[config.mk]
export PLATFORM = sky130hd
export DESIGN_NAME = l1_clfill_rsp
export DESIGN_NICKNAME = d
export VERILOG_FILES = /design/src/rtl/l1_clfill_pkg.sv /design/src/rtl/l1_clfill_tagq.sv /design/src/rtl/l1_clfill_rsp.sv
export SDC_FILE = /design/constraint.sdc
export NUM_CORES = 1
export LEC_CHECK = 0
export BUFFER_PORTS_ARGS = -buffer_cell sky130_fd_sc_hd__clkbuf_2
export CORE_AREA = 2 2 416 418
export CTS_CLUSTER_SIZE = 10
export DETAILED_ROUTE_END_ITERATION = 16
export DIE_AREA = 0 0 418 420
export PLACE_DENSITY = 0.3
export RECOVER_POWER = 25
export SYNTH_ARGS = -nofsm -noshare
export SYNTH_HDL_FRONTEND = slang
export SYNTH_SLANG_ARGS = --single-unit
[constraint.sdc]
create_clock -name clk -period 3.5 [get_ports clk]
set_clock_uncertainty 0.2 [all_clocks]
set_input_delay 0.175 -clock clk [delete_from_list [all_inputs] [get_ports clk]]
set_output_delay 0.175 -clock clk [all_outputs]
set_load 0.01 [all_outputs]
[src/rtl/l1_clfill_pkg.sv]
// l1_clfill_pkg
// Shared types and helpers for the L1 cacheline fill responder:
//   - default sizing localparams (streams, lines per stream, data width, reads in flight)
//   - tag_t: {sid, clid} carried from L2 read issue to L2 data return
//   - rr_pick_t / rr_next: round-robin search starting after the last grantee
package l1_clfill_pkg;

  localparam int NSTREAMS   = 4;
  localparam int NCL        = 16;
  localparam int CL_WIDTH   = 512;
  localparam int NOUT       = 4;
  localparam int SID_WIDTH  = $clog2(NSTREAMS);
  localparam int CLID_WIDTH = $clog2(NCL);
  localparam int TAG_WIDTH  = SID_WIDTH + CLID_WIDTH;

  typedef struct packed {
    logic [SID_WIDTH-1:0]  sid;
    logic [CLID_WIDTH-1:0] clid;
  } tag_t;

  typedef struct packed {
    logic                 hit;
    logic [SID_WIDTH-1:0] sid;
  } rr_pick_t;

  // Walks candidates from the farthest (last+NSTREAMS, i.e. last itself)
  // down to the nearest (last+1); later matches overwrite earlier ones,
  // so the survivor is the first eligible stream after 'last'.
  function automatic rr_pick_t rr_next(input logic [SID_WIDTH-1:0] last,
                                       input logic [NSTREAMS-1:0]  elig);
    rr_pick_t pick;
    int       idx;
    pick = '0;
    for (int k = NSTREAMS; k >= 1; k--) begin
      idx = (int'(last) + k) % NSTREAMS;
      if (elig[idx[SID_WIDTH-1:0]]) begin
        pick.hit = 1'b1;
        pick.sid = idx[SID_WIDTH-1:0];
      end
    end
    return pick;
  endfunction

endpackage

[src/rtl/l1_clfill_tagq.sv]
// l1_clfill_tagq
// Synchronous FIFO holding the tags of L2 reads that have been accepted
// but whose data has not yet come back. Push and pop may happen in the
// same cycle. Occupancy is exported so the arbiter can bound reads in flight.
// Ports:
//   clk, reset      clock, asynchronous active-low reset
//   push, push_data enqueue a tag
//   pop             dequeue the head (ignored when empty)
//   head_data       oldest tag
//   head_valid      FIFO not empty
//   count           number of stored tags
module l1_clfill_tagq
  import l1_clfill_pkg::*;
#(
  parameter int depth = NOUT,
  parameter int width = TAG_WIDTH,
  localparam int cnt_width = $clog2(depth + 1),
  localparam int ptr_width = (depth > 1) ? $clog2(depth) : 1
) (
  input  logic                 clk,
  input  logic                 reset,
  input  logic                 push,
  input  logic [width-1:0]     push_data,
  input  logic                 pop,
  output logic [width-1:0]     head_data,
  output logic                 head_valid,
  output logic [cnt_width-1:0] count
);

  logic [width-1:0]     mem_q [depth];
  logic [width-1:0]     mem_d [depth];
  logic [ptr_width-1:0] wr_ptr_q, wr_ptr_d;
  logic [ptr_width-1:0] rd_ptr_q, rd_ptr_d;
  logic [cnt_width-1:0] count_q, count_d;
  logic                 do_push, do_pop;

  // Pointers wrap at depth, which need not be a power of two.
  function automatic logic [ptr_width-1:0] ptr_inc(input logic [ptr_width-1:0] p);
    return (int'(p) == depth - 1) ? '0 : p + ptr_width'(1);
  endfunction

  assign head_valid = (count_q != '0);
  assign head_data  = mem_q[rd_ptr_q];
  assign count      = count_q;

  // A push into a full queue is only accepted when the head leaves in the same cycle.
  always_comb begin
    do_pop   = pop & head_valid;
    do_push  = push & ((count_q != cnt_width'(depth)) | do_pop);
    mem_d    = mem_q;
    wr_ptr_d = wr_ptr_q;
    rd_ptr_d = rd_ptr_q;
    if (do_push) begin
      mem_d[wr_ptr_q] = push_data;
      wr_ptr_d        = ptr_inc(wr_ptr_q);
    end
    if (do_pop) begin
      rd_ptr_d = ptr_inc(rd_ptr_q);
    end
    count_d = count_q + cnt_width'(do_push) - cnt_width'(do_pop);
  end

  always_ff @(posedge clk or negedge reset) begin
    if (!reset) begin
      for (int i = 0; i < depth; i++) mem_q[i] <= '0;
      wr_ptr_q <= '0;
      rd_ptr_q <= '0;
      count_q  <= '0;
    end else begin
      mem_q    <= mem_d;
      wr_ptr_q <= wr_ptr_d;
      rd_ptr_q <= rd_ptr_d;
      count_q  <= count_d;
    end
  end

endmodule

[src/rtl/l1_clfill_rsp.sv]
// l1_clfill_rsp
// Responder for the L1 cacheline request/response handshake. Grants one
// stream request per cycle (round-robin), issues a tagged L2 read for the
// stream's next fill line, and when L2 data returns (in issue order) writes
// it into the L1 line buffer and pulses that stream's response.
// Ports:
//   clk, reset                       clock, asynchronous active-low reset
//   i_set_v, i_set_clid              per-stream fill pointer load
//   i_clreq_v / i_clreq_r            per-stream line request / grant
//   o_rd_v/o_rd_r/o_rd_sid/o_rd_clid L2 read issue
//   i_rd_v/i_rd_r/i_rd_data          L2 read data return
//   o_wr_v/o_wr_sid/o_wr_clid/o_wr_data L1 line buffer write
//   o_clrsp_v / i_clrsp_r            per-stream line response
module l1_clfill_rsp
  import l1_clfill_pkg::*;
#(
  parameter int nstreams   = NSTREAMS,
  parameter int ncl        = NCL,
  parameter int cl_width   = CL_WIDTH,
  parameter int nout       = NOUT,
  parameter int sid_width  = $clog2(nstreams),
  parameter int clid_width = $clog2(ncl)
) (
  input  logic                           clk,
  input  logic                           reset,
  input  logic [nstreams-1:0]            i_set_v,
  input  logic [nstreams*clid_width-1:0] i_set_clid,
  input  logic [nstreams-1:0]            i_clreq_v,
  output logic [nstreams-1:0]            i_clreq_r,
  output logic                           o_rd_v,
  input  logic                           o_rd_r,
  output logic [sid_width-1:0]           o_rd_sid,
  output logic [clid_width-1:0]          o_rd_clid,
  input  logic                           i_rd_v,
  output logic                           i_rd_r,
  input  logic [cl_width-1:0]            i_rd_data,
  output logic                           o_wr_v,
  output logic [sid_width-1:0]           o_wr_sid,
  output logic [clid_width-1:0]          o_wr_clid,
  output logic [cl_width-1:0]            o_wr_data,
  output logic [nstreams-1:0]            o_clrsp_v,
  input  logic [nstreams-1:0]            i_clrsp_r
);

  localparam int cnt_width = $clog2(nout + 1);

  logic [clid_width-1:0] fptr_q [nstreams];
  logic [clid_width-1:0] fptr_d [nstreams];
  logic [sid_width-1:0]  last_q, last_d;
  logic                  iss_v_q, iss_v_d;
  logic [sid_width-1:0]  iss_sid_q, iss_sid_d;
  logic [clid_width-1:0] iss_clid_q, iss_clid_d;

  tag_t                  push_tag, head_tag;
  logic                  head_valid;
  logic [cnt_width-1:0]  tag_count;
  logic [cnt_width:0]    inflight;
  logic [nstreams-1:0]   elig;
  rr_pick_t              pick;
  logic                  can_grant, grant_v, issue_fire, rsp_fire;

  assign o_rd_v     = iss_v_q;
  assign o_rd_sid   = iss_sid_q;
  assign o_rd_clid  = iss_clid_q;
  assign issue_fire = iss_v_q & o_rd_r;
  assign push_tag   = '{sid: iss_sid_q, clid: iss_clid_q};

  l1_clfill_tagq #(
    .depth (nout),
    .width (TAG_WIDTH)
  ) u_tagq (
    .clk        (clk),
    .reset      (reset),
    .push       (issue_fire),
    .push_data  (push_tag),
    .pop        (rsp_fire),
    .head_data  (head_tag),
    .head_valid (head_valid),
    .count      (tag_count)
  );

  // Capacity uses registered occupancy only, so a pop this cycle frees a
  // slot for the next cycle. A grant may overlap the issue stage draining.
  // Gating with reset keeps the grant low while reset is held.
  always_comb begin
    inflight  = {1'b0, tag_count} + (cnt_width + 1)'(iss_v_q);
    elig      = i_clreq_v & ~i_set_v;
    pick      = rr_next(last_q, elig);
    can_grant = (inflight < (cnt_width + 1)'(nout)) & (~iss_v_q | o_rd_r);
    grant_v   = reset & can_grant & pick.hit;
    i_clreq_r = '0;
    if (grant_v) i_clreq_r[pick.sid] = 1'b1;
  end

  // Data return is steered purely by the head tag; the write and the
  // response pulse are combinational with the L2 data handshake.
  always_comb begin
    i_rd_r    = head_valid & i_clrsp_r[head_tag.sid];
    rsp_fire  = i_rd_v & i_rd_r;
    o_wr_v    = rsp_fire;
    o_wr_sid  = '0;
    o_wr_clid = '0;
    o_wr_data = '0;
    o_clrsp_v = '0;
    if (rsp_fire) begin
      o_wr_sid  = head_tag.sid;
      o_wr_clid = head_tag.clid;
      o_wr_data = i_rd_data;
      o_clrsp_v[head_tag.sid] = 1'b1;
    end
  end

  // Issue stage, fill pointers and round-robin history. A set never
  // collides with a grant on the same stream because set streams are
  // excluded from eligibility.
  always_comb begin
    fptr_d     = fptr_q;
    last_d     = last_q;
    iss_v_d    = iss_v_q;
    iss_sid_d  = iss_sid_q;
    iss_clid_d = iss_clid_q;
    if (issue_fire) iss_v_d = 1'b0;
    if (grant_v) begin
      iss_v_d             = 1'b1;
      iss_sid_d           = pick.sid;
      iss_clid_d          = fptr_q[pick.sid];
      fptr_d[pick.sid]    = fptr_q[pick.sid] + clid_width'(1);
      last_d              = pick.sid;
    end
    for (int s = 0; s < nstreams; s++) begin
      if (i_set_v[s]) fptr_d[s] = i_set_clid[s*clid_width +: clid_width];
    end
  end

  always_ff @(posedge clk or negedge reset) begin
    if (!reset) begin
      for (int s = 0; s < nstreams; s++) fptr_q[s] <= '0;
      last_q     <= sid_width'(nstreams - 1);
      iss_v_q    <= 1'b0;
      iss_sid_q  <= '0;
      iss_clid_q <= '0;
    end else begin
      fptr_q     <= fptr_d;
      last_q     <= last_d;
      iss_v_q    <= iss_v_d;
      iss_sid_q  <= iss_sid_d;
      iss_clid_q <= iss_clid_d;
    end
  end

  // L2 must never return data that has no outstanding tag.
  rd_without_tag: assert property (@(posedge clk) disable iff (!reset) i_rd_v |-> head_valid);

endmodule

==> results of run 1 <==
[synth_stat cells (7+ instances only)]
library cell / count / area (um^2)
sky130_fd_sc_hd__and2_1: 519 / 3250
sky130_fd_sc_hd__buf_2: 55 / 275
sky130_fd_sc_hd__dfrtp_1: 54 / 1350
sky130_fd_sc_hd__nand2_1: 28 / 105
sky130_fd_sc_hd__mux2_4: 26 / 390
sky130_fd_sc_hd__inv_1: 13 / 48.8
sky130_fd_sc_hd__mux2i_1: 13 / 130
sky130_fd_sc_hd__o21ai_0: 12 / 60.1
sky130_fd_sc_hd__nor2_1: 9 / 33.8
sky130_fd_sc_hd__ha_1: 8 / 100
sky130_fd_sc_hd__nor2b_1: 8 / 50.1
sky130_fd_sc_hd__o211ai_1: 8 / 60.1
sky130_fd_sc_hd__nand3_1: 7 / 35.0
[cell usage in the layout, fill, tap and decap left out, types with 9 or more instances in the layout]
| master | n |
|---|---|
| sky130_fd_sc_hd__mux2_1 | 20 |
| sky130_fd_sc_hd__nor2_1 | 9 |
| sky130_fd_sc_hd__clkbuf_2 | 1056 |
| sky130_fd_sc_hd__inv_1 | 14 |
| sky130_fd_sc_hd__dlygate4sd3_1 | 17 |
| sky130_fd_sc_hd__dfrtp_1 | 54 |
| sky130_fd_sc_hd__o21ai_0 | 12 |
| sky130_fd_sc_hd__mux2i_1 | 13 |
| sky130_fd_sc_hd__buf_12 | 10 |
| sky130_fd_sc_hd__nand2_1 | 32 |
| sky130_fd_sc_hd__and2_1 | 519 |
| sky130_fd_sc_hd__clkbuf_1 | 16 |
| sky130_fd_sc_hd__diode_2 | 16 |
[power breakdown]
group	total [uW]	internal, uW	switching (uW)
Clock	548	272	275
Sequential	1160	902	257
Combinational	8050	2940	5110
Total	9750	4110	5640
[cell type report]
class	count	area [um^2]	share of cell area (%)
Antenna cell	16	40.0	0.264
Sequential cell	56	1400	9.25
Tap cell	2233	2790	18.4
Multi-Input combinational cell	716	4870	32.1
Timing Repair Buffer	1115	5860	38.6
Inverter	14	52.6	0.346
Clock buffer	5	125	0.824
Clock inverter	3	25.0	0.165
[per-layer routing]
layer  wire, um  GRT usage (%)
met5         32              0
met4       3930           2.31
met3      11500           5.05
met2      55700           21.3
met1      50000           15.9
[state kept, by name (all words and copies together) (netlist names)]
register	cells
u_tagq.mem_q	24
fptr_q	16
o_rd_clid	4
u_tagq.count	3
last_q	2
o_rd_sid	2
u_tagq.rd_ptr_q	2
u_tagq.wr_ptr_q	2
o_rd_v	1
[logic make-up (layout without fill, tap and decap cells)]
| group | count (synthesis) | count (layout) | synth area share [%] |
|---|---|---|---|
| fa+ha+maj | 9 | 9 | 1.76 |
| flops | 56 | 56 | 20.5 |
| other cells | 0 | 16 | 0 |
| xor+xnor | 9 | 9 | 1.15 |
| simple gates | 605 | 605 | 55.5 |
| buf+inv | 81 | 1137 | 6.13 |
| compound gates | 44 | 44 | 4.56 |
| mux | 49 | 49 | 10.3 |
[worst register-to-register path, delay by kind of cell, from the launching register on]
kind                       cells  cell delay [ns]
and+or+nand+nor                3             0.78
AOI/OAI and AO/OA              3             0.48
adders and majority gates      1             0.25
DFF                            1             0.46
buffers and inverters          2             0.98
[metrics by stage]
step | instances | setup slack, ns | setup TNS [ns] | power (uW)
global placement | 4116 | 0.407 | 0 | 9490
CTS | 4141 | 0.0534 | 0 | 10100
floorplan | 853 | 0.569 | 0 | 4970
finish | 4158 | 0.117 | 0 | 9750
detailed placement | 4116 | 0.398 | 0 | 9460
global route | 4148 | -0.0157 | -0.0513 | 10500
[timing repair]
item / CTS / global route
endpoints found under the hold margin: 16 / 0
endpoints found under the setup margin: 0 / 98
resized for setup: 0 / 7
hold buffers: 17 / 0
[worst paths after layout]
| check | end | slack, ns | depth (start not counted) |
|---|---|---|---|
| setup / recovery | o_wr_data[406] | 0.12 | 8 |
| hold / removal | fptr_q[13]$_DFFE_PN0P_ | 0.03 | 3 |
| setup reg to reg | fptr_q[14]$_DFFE_PN0P_ | 0.25 | 9 |
| hold reg to reg | u_tagq.mem_q[8]$_DFFE_PN0P_ | 0.30 | 1 |
| max in group asynchronous | u_tagq.mem_q[23]$_DFFE_PN0P_ | 1.69 | 2 |
| min in group asynchronous | fptr_q[13]$_DFFE_PN0P_ | 0.45 | 2 |
==> results, run 1 <==
- In this run, CTS created clock tree buffers numbering 5.
- In this run the most critical hold path is launched from i_set_v[0].
- The half-perimeter wire length after detailed placement is around 110000 um.
- Among the stages of the critical path, the cell type that occurs most often is sky130_fd_sc_hd__buf_12.
- Once layout is done, the placed cells without fillers occupy ~15000 um^2.
- The maximum achievable frequency is between 200 and 300 MHz.
- The leakage component of the power is between 0.007 and 0.008 uW.
- The count of nets left with antenna violations once routing finished came out at 0.
- The number of distinct library cells after synthesis is approximately 60.
- The initial utilization of the core area, before any placement, comes to under 10%.
- Tracing the worst setup path back leads to its startpoint at u_tagq.rd_ptr_q[0]$_DFFE_PN0P_.
- After clock tree synthesis, the setup repair step added 0 buffers.
- The arrival time of data at the critical path endpoint is approximately 3 ns.
- The worst setup path is of the reg -> out kind.
- The placeable core area is 171000 um^2.
- Entering global routing, the biggest net connects about 110 pins.
- The total number of placement rows is about 150.
- The number of instances in the synthesized netlist is between 800 and 900.
- The tightest min-delay check is of the in -> reg type.
- The violation count after the first detailed-route iteration is 610.
- After detailed routing, the number of vias per cell comes to 2.62.
- At the pin with the least slew margin, the transition time is 1.56 ns.
- The CTS H-tree depth is 2.
- For this run, asynchronously set or reset flops after synthesis account for 100%.
- Max-cap violations in this run came to 1.
- The number of vias after detailed routing is 10914.
- The worst path in the final design needs a cycle of 3.38 ns, including I/O delays and setup.
- For this run, the share of the core covered by cells in the final layout is under 10%.
- The total wire length after detailed routing is approximately 120000 um.
- Summing all placed instances gives a cell area of between 10000 and 15000 um^2.
- The first global-routing pass estimated ~140000 um of wire.
- The mapped netlist covers around 7000 um^2.
- The number of global-route vias before repair is ~10000.
- The commonest register cell after synthesis is sky130_fd_sc_hd__dfrtp_1.
- The clock transition at the registers of the reported paths is approximately 0.080 ns.
- In the final routed layout, each cell accounts on average for roughly 29 um.
- The worst max-slew margin expressed relative to the limit is -4.05%.
- Setup repair after global routing could not meet its margin everywhere.
- The worst-case IR drop observed on VDD is just over 0.3 mV.
- In this design, the stage delay of the slowest critical-path cell is around 0.61 ns.
- The hold violation count in the final report is 0.
- The buffer and inverter count on the worst path is 3.
- The run finished, with violations left.
- The final reports fail on capacitance limit, slew limit.
- The origin of the critical flop-to-flop path is u_tagq.count[1]$_DFF_PN0_.
- The slowest stage of the critical path belongs to the cell sky130_fd_sc_hd__mux4_2.
- After detailed routing, the number of remaining DRC violations is 0.
- The maximum root-to-sink buffer count is 2.
- The final number of max-transition violations is 57.
- At the later pin of the worst-skew pair, clock insertion delay measures 0.30 ns.
- The number of enable-type register cells in the synthesized netlist is 0.
- The die extent in x is 418 um.
- The register bit count reported by yosys is between 50 and 60.
- For this design the ratio of total power to cell area is ~640 nW/um^2.
- The net count of the mapped netlist is ~1400.
- Sequential elements use 20.5% of the synthesized area.
- The area added between synthesis and finish is 122%.
- Walking the worst path, the cells encountered are mux4_2 -> mux2i_1 -> mux2_4 -> nor2_8 -> buf_12 -> buf_12 -> and2_1 -> clkbuf_2.
- The full die area is roughly 180000 um^2.
- The global-route usage over all layers is 12.9%.
- The worst path required time is about 3.1 ns.
- The worst setup path is captured at a primary output.
- Setup violations remaining at the end of the flow were counted as 0.
- The total of buffers placed on input and output ports is between 1000 and 1500.
- The startpoint type of the worst setup path is a flip-flop.
- The portion of the clock cycle consumed by the worst path in the final layout is between 90% and 100%.
- The remaining global-route overflow is 0.
- The count of warnings emitted by yosys is 0.
- The top-level I/O count is between 1000 and 1500.
- In this run the vertical extent of the chip is roughly 420 um.
- The number of antenna violations at the first check in global routing is between 100 and 150.
- The clock net in this run drives a total of 56 sinks.
- In this design, the largest share of critical-path delay is due to multiplexers.
- The post-synthesis area per instance is between 8 and 9 um^2.
- In the final layout, the share of cells above drive strength 1 is roughly three fifths.
- The final layout contains approximately 2500 nets.
- The TritonCTS clock tree is yes.
- CTS placed an instance of sky130_fd_sc_hd__clkbuf_16 at the clock tree root.
- Fill cells in the final layout number roughly 20000.
- The last weighted congestion value of the routability-driven placer is around 0.92.
- The first TritonRoute pass finished after 4 iterations.
- The largest fanout of any net on the critical path is between 50 and 60.
- The worst hold slack after final layout is 0.0277 ns.
No activity file was read; power rests on OpenSTA's default activity.
==> run 2, diff against run 1 <==
- PLACE_DENSITY: 0.3 -> 0.32
==> results, run 2 (synthesis gave the netlist of run 1 again) <==
- The run finished, with violations left.
- The checks that failed: capacitance limit, slew limit.
- The TritonCTS buffer count is 5 (unchanged).
- The total of buffers placed on input and output ports was 1078 (unchanged).
- The global-route wire length before repair is 138000 um (-1.9%).
- The die extent in x came to 418 um (unchanged).
- The global-route usage over all layers was 12.6% (-0.27 points).
- The number of antenna violations at the first check in global routing is 131 (+0.77%).
- The clock transition at the registers of the reported paths is 0.08 ns (about the same).
- The largest stage delay on the critical path is 0.60 ns (about the same).
- The setup-violating endpoint count in the final report is 0 (unchanged).
- The total number of placement rows came to 152 (unchanged).
- The power per cell area was 631 nW/um^2 (-1.8%).
- The fraction of final layout cells sized beyond drive strength 1 came to 56.8% (-1.4 points).
- The starting density of the core came to 4.00% (unchanged).
- The total wire length after detailed routing is 119000 um (-2.0%).
- The CTS sink count came to 56 (unchanged).
- The critical path class is reg -> out.
- The maximum number of pins on one net before global-route repair is 77 (-29%).
- The post-detailed-route count of antenna-violating nets came to 0 (unchanged).
- The TritonCTS clock tree is yes.
- The height of the die is 420 um (unchanged).
- The top-level I/O count came to 1079 (unchanged).
- The top cell types in the final layout, fill and taps aside, are sky130_fd_sc_hd__clkbuf_2 (1036), sky130_fd_sc_hd__and2_1 (510), sky130_fd_sc_hd__dfrtp_1 (54).
- The final number of max-transition violations is 3 (-95%).
- The portion of the clock cycle consumed by the worst path in the final layout is 95.3% (-1.4 points).
- The number of vias after detailed routing is 10953 (+0.36%).
- The buffer and inverter count on the worst path is 3 (unchanged).
- The total iterations of the first detailed-routing run is 5 (+1).
- The ratio of routed vias to standard cells is 2.63 (+0.16%).
- The worst max-slew margin expressed relative to the limit came to -13.5% (-9.4 points).
- The clock latency at the later pin of the worst-skew pair is 0.30 ns (about the same).
- The cell family contributing the most delay on the critical path is multiplexers.
- Setup repair after global routing left no endpoint under its margin.
- The time the worst path needs with I/O delays and setup is 3.34 ns (-0.0476 ns).
- The most prevalent standard cell on the critical path is sky130_fd_sc_hd__buf_12.
- The slew of the pin with the lowest slew margin is 1.66 ns (+0.0981 ns).
- The largest individual stage delay along the critical path comes from the cell sky130_fd_sc_hd__mux4_2.
- The maximum root-to-sink buffer count is 2 (unchanged).
- The full die area is 176000 um^2 (unchanged).
- The worst hold slack after final layout came to 0.00277 ns (-0.0250 ns).
- In this run the clock root is driven by a sky130_fd_sc_hd__clkbuf_16.
- The post-detailed-route DRC marker count is 0 (unchanged).
- The layout net count was 2462 (+0.041%).
- The hold violation count in the final report came to 0 (unchanged).
- The placeable core area is 171000 um^2 (unchanged).
- The arrival time of data at the critical path endpoint is 2.96 ns (-0.05 ns).
- The area added between synthesis and finish is 121%.
- The worst setup path is captured at a primary output.
- The path class of the tightest hold or removal check is in -> reg.
- The leakage component of the power came to 0.00774 uW (-1.5%).
- The signal on the critical path passes through mux4_2 -> mux2i_1 -> mux2_4 -> nor2_8 -> buf_12 -> buf_12 -> and2_1 -> clkbuf_2.
- The worst voltage drop across the vdd grid was 0.251 mV (-19%).
- The half-perimeter wire length after detailed placement is 111000 um (-2.6%).
- The largest fanout of any net on the critical path is 60 (+13%).
- The most common cell after layout, fill and taps aside is sky130_fd_sc_hd__clkbuf_2.
- The number of flip-flops under the largest register name is 24 (unchanged).
- The wire length per cell after detailed routing is 28.5 um (-2.2%).
- The number of global-route vias before repair is 10000 (-1.4%).
- The worst path required time is 3.12 ns (about the same).
- The CTS H-tree depth is 2 (unchanged).
- The setup TNS is 0 ns (unchanged).
- Ranked by flip-flop count, first place goes to u_tagq.mem_q.
- The startpoint type of the worst setup path is a flip-flop.
- The last weighted congestion value of the routability-driven placer came to 1.10 (+19%).
- The violation count after the first detailed-route iteration is 614 (+0.66%).
- The maximum achievable frequency is 300 MHz (+1.4%).
- The number of max-cap violations was 1 (unchanged).
- The remaining global-route overflow is 0 (unchanged).
[run 2: changes by cell type in the layout (fill, tap and decap cells not counted), sizes merged]
cell / previous run / this run
clkbuf: 1078 / 1085
diode: 16 / 23
buf: 25 / 20
dlygate4sd3: 17 / 16
[run 2: what timing repair did]
| item | in CTS | in global routing |
|---|---|---|
| hold buffers | 16 | 0 |
| endpoints found under the hold margin | 29 | 0 |
| buffers inserted | 0 | 1 |
| resized for setup | 0 | 4 |
| setup endpoints to repair | 0 | 38 |
[run 2: cell type report]
class / count / area (um^2)
clock buffers: 5 / 125
diodes: 23 / 57.6
flip-flops and latches: 56 / 1400
multi-input cells: 716 / 4870
fillers: 20250 / 156000
inverters: 14 / 52.6
clock inverters: 3 / 25.0
repair buffers: 1116 / 5770
well taps: 2233 / 2790
[run 2: per-stage QoR]
stage                     total power, uW  cells  setup slack [ns]  instance area (um^2)  util (%)
after floorplan                      4970    853             0.569                  6840         -
after global placement               9360   4118             0.408                 14900      8.73
after detailed placement             9290   4118             0.417                 14900      8.73
after CTS                            9910   4142            0.0652                 15200      8.91
after global routing                10200   4157            0.0148                 15100      8.82
final                                9530   4166             0.165                 15100      8.83
[run 2: worst paths after layout]
check,startpoint,endpoint,slack [ns],cells past startpoint
max in group asynchronous,reset,u_tagq.mem_q[19]$_DFFE_PN0P_,0.73,4
worst max register to register,u_tagq.rd_ptr_q[0]$_DFFE_PN0P_,u_tagq.count[2]$_DFF_PN0_,0.47,10
worst min register to register,u_tagq.mem_q[15]$_DFFE_PN0P_,u_tagq.mem_q[15]$_DFFE_PN0P_,0.29,1
min in group asynchronous,reset,fptr_q[5]$_DFFE_PN0P_,0.76,3
worst min-delay path,i_set_v[0],fptr_q[14]$_DFFE_PN0P_,0.003,2
worst max-delay path,u_tagq.rd_ptr_q[0]$_DFFE_PN0P_,o_wr_data[355],0.16,8
[run 2: where the power goes]
part	switching, uW	internal, uW
Clock	270	272
Sequential	250	902
Combinational	4930	2900
Total	5450	4070
[run 2: metal layers]
metal	part of all wire [%]	track usage [%]	vias to the layer above
li1	-	-	4813
met3	9.9	5.25	260
met1	37	14.1	5131
met2	49	22.2	735
met5	0.25	0	-
met4	3.4	2.87	14
==> run 3, diff against run 2 <==
==> constraint.sdc (replaced) <==
create_clock -name clk -period 3.5 [get_ports clk]
set_clock_uncertainty 0.2 [all_clocks]
set_input_delay 0.7 -clock clk [delete_from_list [all_inputs] [get_ports clk]]
set_output_delay 0.7 -clock clk [all_outputs]
set_load 0.01 [all_outputs]
==> results, run 3 (synthesis gave the netlist of run 1 again) <==
- The flow ran to the end, but the final reports show violations.
- The critical path class is reg -> out.
- The final number of max-transition violations is 0 (-3).
- The total wire length after detailed routing was 125000 um (+5.1%).
- The origin of the critical flop-to-flop path is u_tagq.rd_ptr_q[0]$_DFFE_PN0P_.
- The hold path depth is 1 (-1).
- The fill cell instance count of the final layout is 20174 (-0.38%).
- The remaining global-route overflow is 0 (unchanged).
- The clock latency at the later pin of the worst-skew pair came to 0.31 ns (about the same).
- The worst hold slack after final layout came to 0.314 ns (+0.311 ns).
- The CTS H-tree depth was 2 (unchanged).
- The slowest stage cell on the critical path is sky130_fd_sc_hd__mux4_2.
- The placed standard-cell area came to 15200 um^2 (+1.9%).
- The worst setup path is launched from a flip-flop.
- The ratio of routed vias to standard cells is 2.67 (+1.4%).
- The height of the die is 420 um (unchanged).
- The slew of the pin with the lowest slew margin came to 1.22 ns (-0.434 ns).
- The number of flip-flops under the largest register name is 24 (unchanged).
- The leakage component of the power is 0.00844 uW (+9.0%).
- The cell depth of the worst setup path is 8 (unchanged).
- The worst max-slew margin expressed relative to the limit is 18.3% (+32 points).
- The type of element capturing the critical path is a primary output.
- The clock transition at the registers of the reported paths is 0.08 ns (about the same).
- The wire length per cell after detailed routing is 29.8 um (+4.5%).
- The number of max-cap violations is 0 (-1).
- The power per cell area is 689 nW/um^2 (+9.3%).
- The fraction of final layout cells sized beyond drive strength 1 is 63.9% (+7.1 points).
- The layout net count came to 2493 (+1.3%).
- In this run the worst hold path is classified as reg -> reg.
- The post-detailed-route DRC marker count is 0 (unchanged).
- The top-level I/O count is 1079 (unchanged).
- The buffer and inverter count on the worst path is 3 (unchanged).
- The number of global-route vias before repair is 10433 (+4.3%).
- The arrival time of data at the critical path endpoint is 2.88 ns (-0.08 ns).
- The number of antenna violations at the first check in global routing is 119 (-9.2%).
- Leaving out fill and tap cells, the most frequent cell in the layout is sky130_fd_sc_hd__clkbuf_2.
- The destination of the worst hold path is u_tagq.mem_q[18]$_DFFE_PN0P_.
- The post-detailed-route count of antenna-violating nets came to 0 (unchanged).
- The worst slack at placement was -0.243 ns (-0.660 ns).
- The largest register by flop count is u_tagq.mem_q.
- The CTS sink count was 56 (unchanged).
- The die extent in x came to 418 um (unchanged).
- The maximum root-to-sink buffer count is 2 (unchanged).
- In the layout the commonest cells are sky130_fd_sc_hd__clkbuf_2 (1000), sky130_fd_sc_hd__and2_1 (483), sky130_fd_sc_hd__buf_4 (57).
- The last weighted congestion value of the routability-driven placer is 1.02 (-7.2%).
- The setup slack after layout was -0.281 ns (-0.446 ns).
- The global-route usage over all layers is 13.3% (+0.63 points).
- The placeable core area is 171000 um^2 (unchanged).
- The time the worst path needs with I/O delays and setup was 3.78 ns (+0.446 ns).
- The share of the core filled with cells in the final layout is 9.56% (+0.73 points).
- The setup-violating endpoint count in the final report is 521 (+521).
- The worst path required time was 2.60 ns (-0.52 ns).
- The worst reg2reg path depth is 11 (+1).
- The half-perimeter wire length after detailed placement is 114000 um (+2.5%).
- Compared with the post-synthesis result, the final layout area differs by 139%.
- The critical path goes through mux4_2 -> mux2i_2 -> mux2_4 -> nor2_8 -> buf_12 -> bufbuf_16 -> and2_1 -> clkbuf_2.
- The slack of the worst reg-to-reg path is 0.38 ns (-0.09 ns).
- The worst voltage drop across the vdd grid is 0.217 mV (-14%).
- The violation count after the first detailed-route iteration is 566 (-7.8%).
- In this run the most critical hold path is launched from u_tagq.mem_q[18]$_DFFE_PN0P_.
- The portion of the clock cycle consumed by the worst path in the final layout is 108% (+13 points).
- The starting density of the core is 4.00% (unchanged).
- The largest stage delay on the critical path is 0.58 ns (-0.02 ns).
- Setup repair after global routing could not meet its margin everywhere.
- The total of buffers placed on input and output ports was 1078 (unchanged).
- The full die area came to 176000 um^2 (unchanged).
- In this run the critical register-to-register path is captured at u_tagq.count[2]$_DFF_PN0_.
- The setup TNS is -81.58 ns (-81.58 ns).
- The final reports fail on setup timing.
- The total iterations of the first detailed-routing run was 5 (unchanged).
- The maximum number of pins on one net before global-route repair is 50 (-35%).
- The largest fanout of any net on the critical path is 10 (-83%).
- TritonCTS built the clock tree.
- The TritonCTS buffer count is 5 (unchanged).
- The number of hold buffers added after cts came to 0 (-16).
- The kind of cell with the highest combined delay along the critical path is multiplexers.
- The total number of placement rows came to 152 (unchanged).
- The number of vias after detailed routing is 11179 (+2.1%).
- The global-route wire length before repair is 145000 um (+5.0%).
- The hold violation count in the final report is 0 (unchanged).
- The maximum achievable frequency is 264 MHz (-12%).
- CTS placed an instance of sky130_fd_sc_hd__clkbuf_16 at the clock tree root.
- The final cell area excluding filler cells is 16400 um^2 (+8.3%).
[run 3: changes by cell type in the layout (fill, tap and decap cells not counted), sizes merged, moves of 2 or more]
cell / change
buf: +81
bufbuf: +5
clkbuf: -39
diode: -5
dlygate4sd3: -16
inv: -2
[run 3: cell type report]
class                   instances  area (um^2)  share of cell area, %
clock buffers                   5          125                  0.765
clock inverters                 3         23.8                  0.145
inverters                      14         52.6                  0.321
well taps                    2233         2790                   17.1
diodes                         18         45.0                  0.275
repair buffers               1147         6800                   41.6
multi-input cells             716         5110                   31.2
flip-flops and latches         56         1400                   8.58
[run 3: worst max path at each step]
stage	from	end	slack [ns]
after floorplan	u_tagq.rd_ptr_q[0]$_DFFE_PN0P_	o_wr_data[0]	0.45
after global placement	u_tagq.rd_ptr_q[0]$_DFFE_PN0P_	o_wr_data[33]	-0.22
after detailed placement	u_tagq.rd_ptr_q[0]$_DFFE_PN0P_	o_wr_data[33]	-0.24
after CTS	u_tagq.rd_ptr_q[0]$_DFFE_PN0P_	o_wr_data[275]	-0.32
after global routing	u_tagq.rd_ptr_q[0]$_DFFE_PN0P_	o_wr_data[407]	-0.38
final	u_tagq.rd_ptr_q[0]$_DFFE_PN0P_	o_wr_data[143]	-0.28
[run 3: power breakdown]
part	switching [uW]	leakage, uW	internal [uW]
Sequential	268	0.000692	904
Clock	268	0.0000661	268
Combinational	5370	0.00768	4200
Total	5900	0.00844	5370
[run 3: repair_timing]
action	CTS	global route
setup buffers	4	3
pin swaps	1	2
setup endpoints to repair	504	523
cloned	7	4
gates resized for setup	88	156
[run 3: stage by stage]
| stage | power [uW] | instances |
|---|---|---|
| after floorplan | 4970 | 853 |
| after global placement | 9650 | 4149 |
| after detailed placement | 9590 | 4149 |
| after CTS | 11100 | 4168 |
| after global routing | 12000 | 4180 |
| final | 11300 | 4192 |
[run 3: per-layer routing]
layer  part of all wire (%)  global-route usage (%)
met2                     50                    23.6
met1                     39                    15.5
met4                    2.7                    2.31
met3                    7.8                    4.29
met5                   0.24                       0
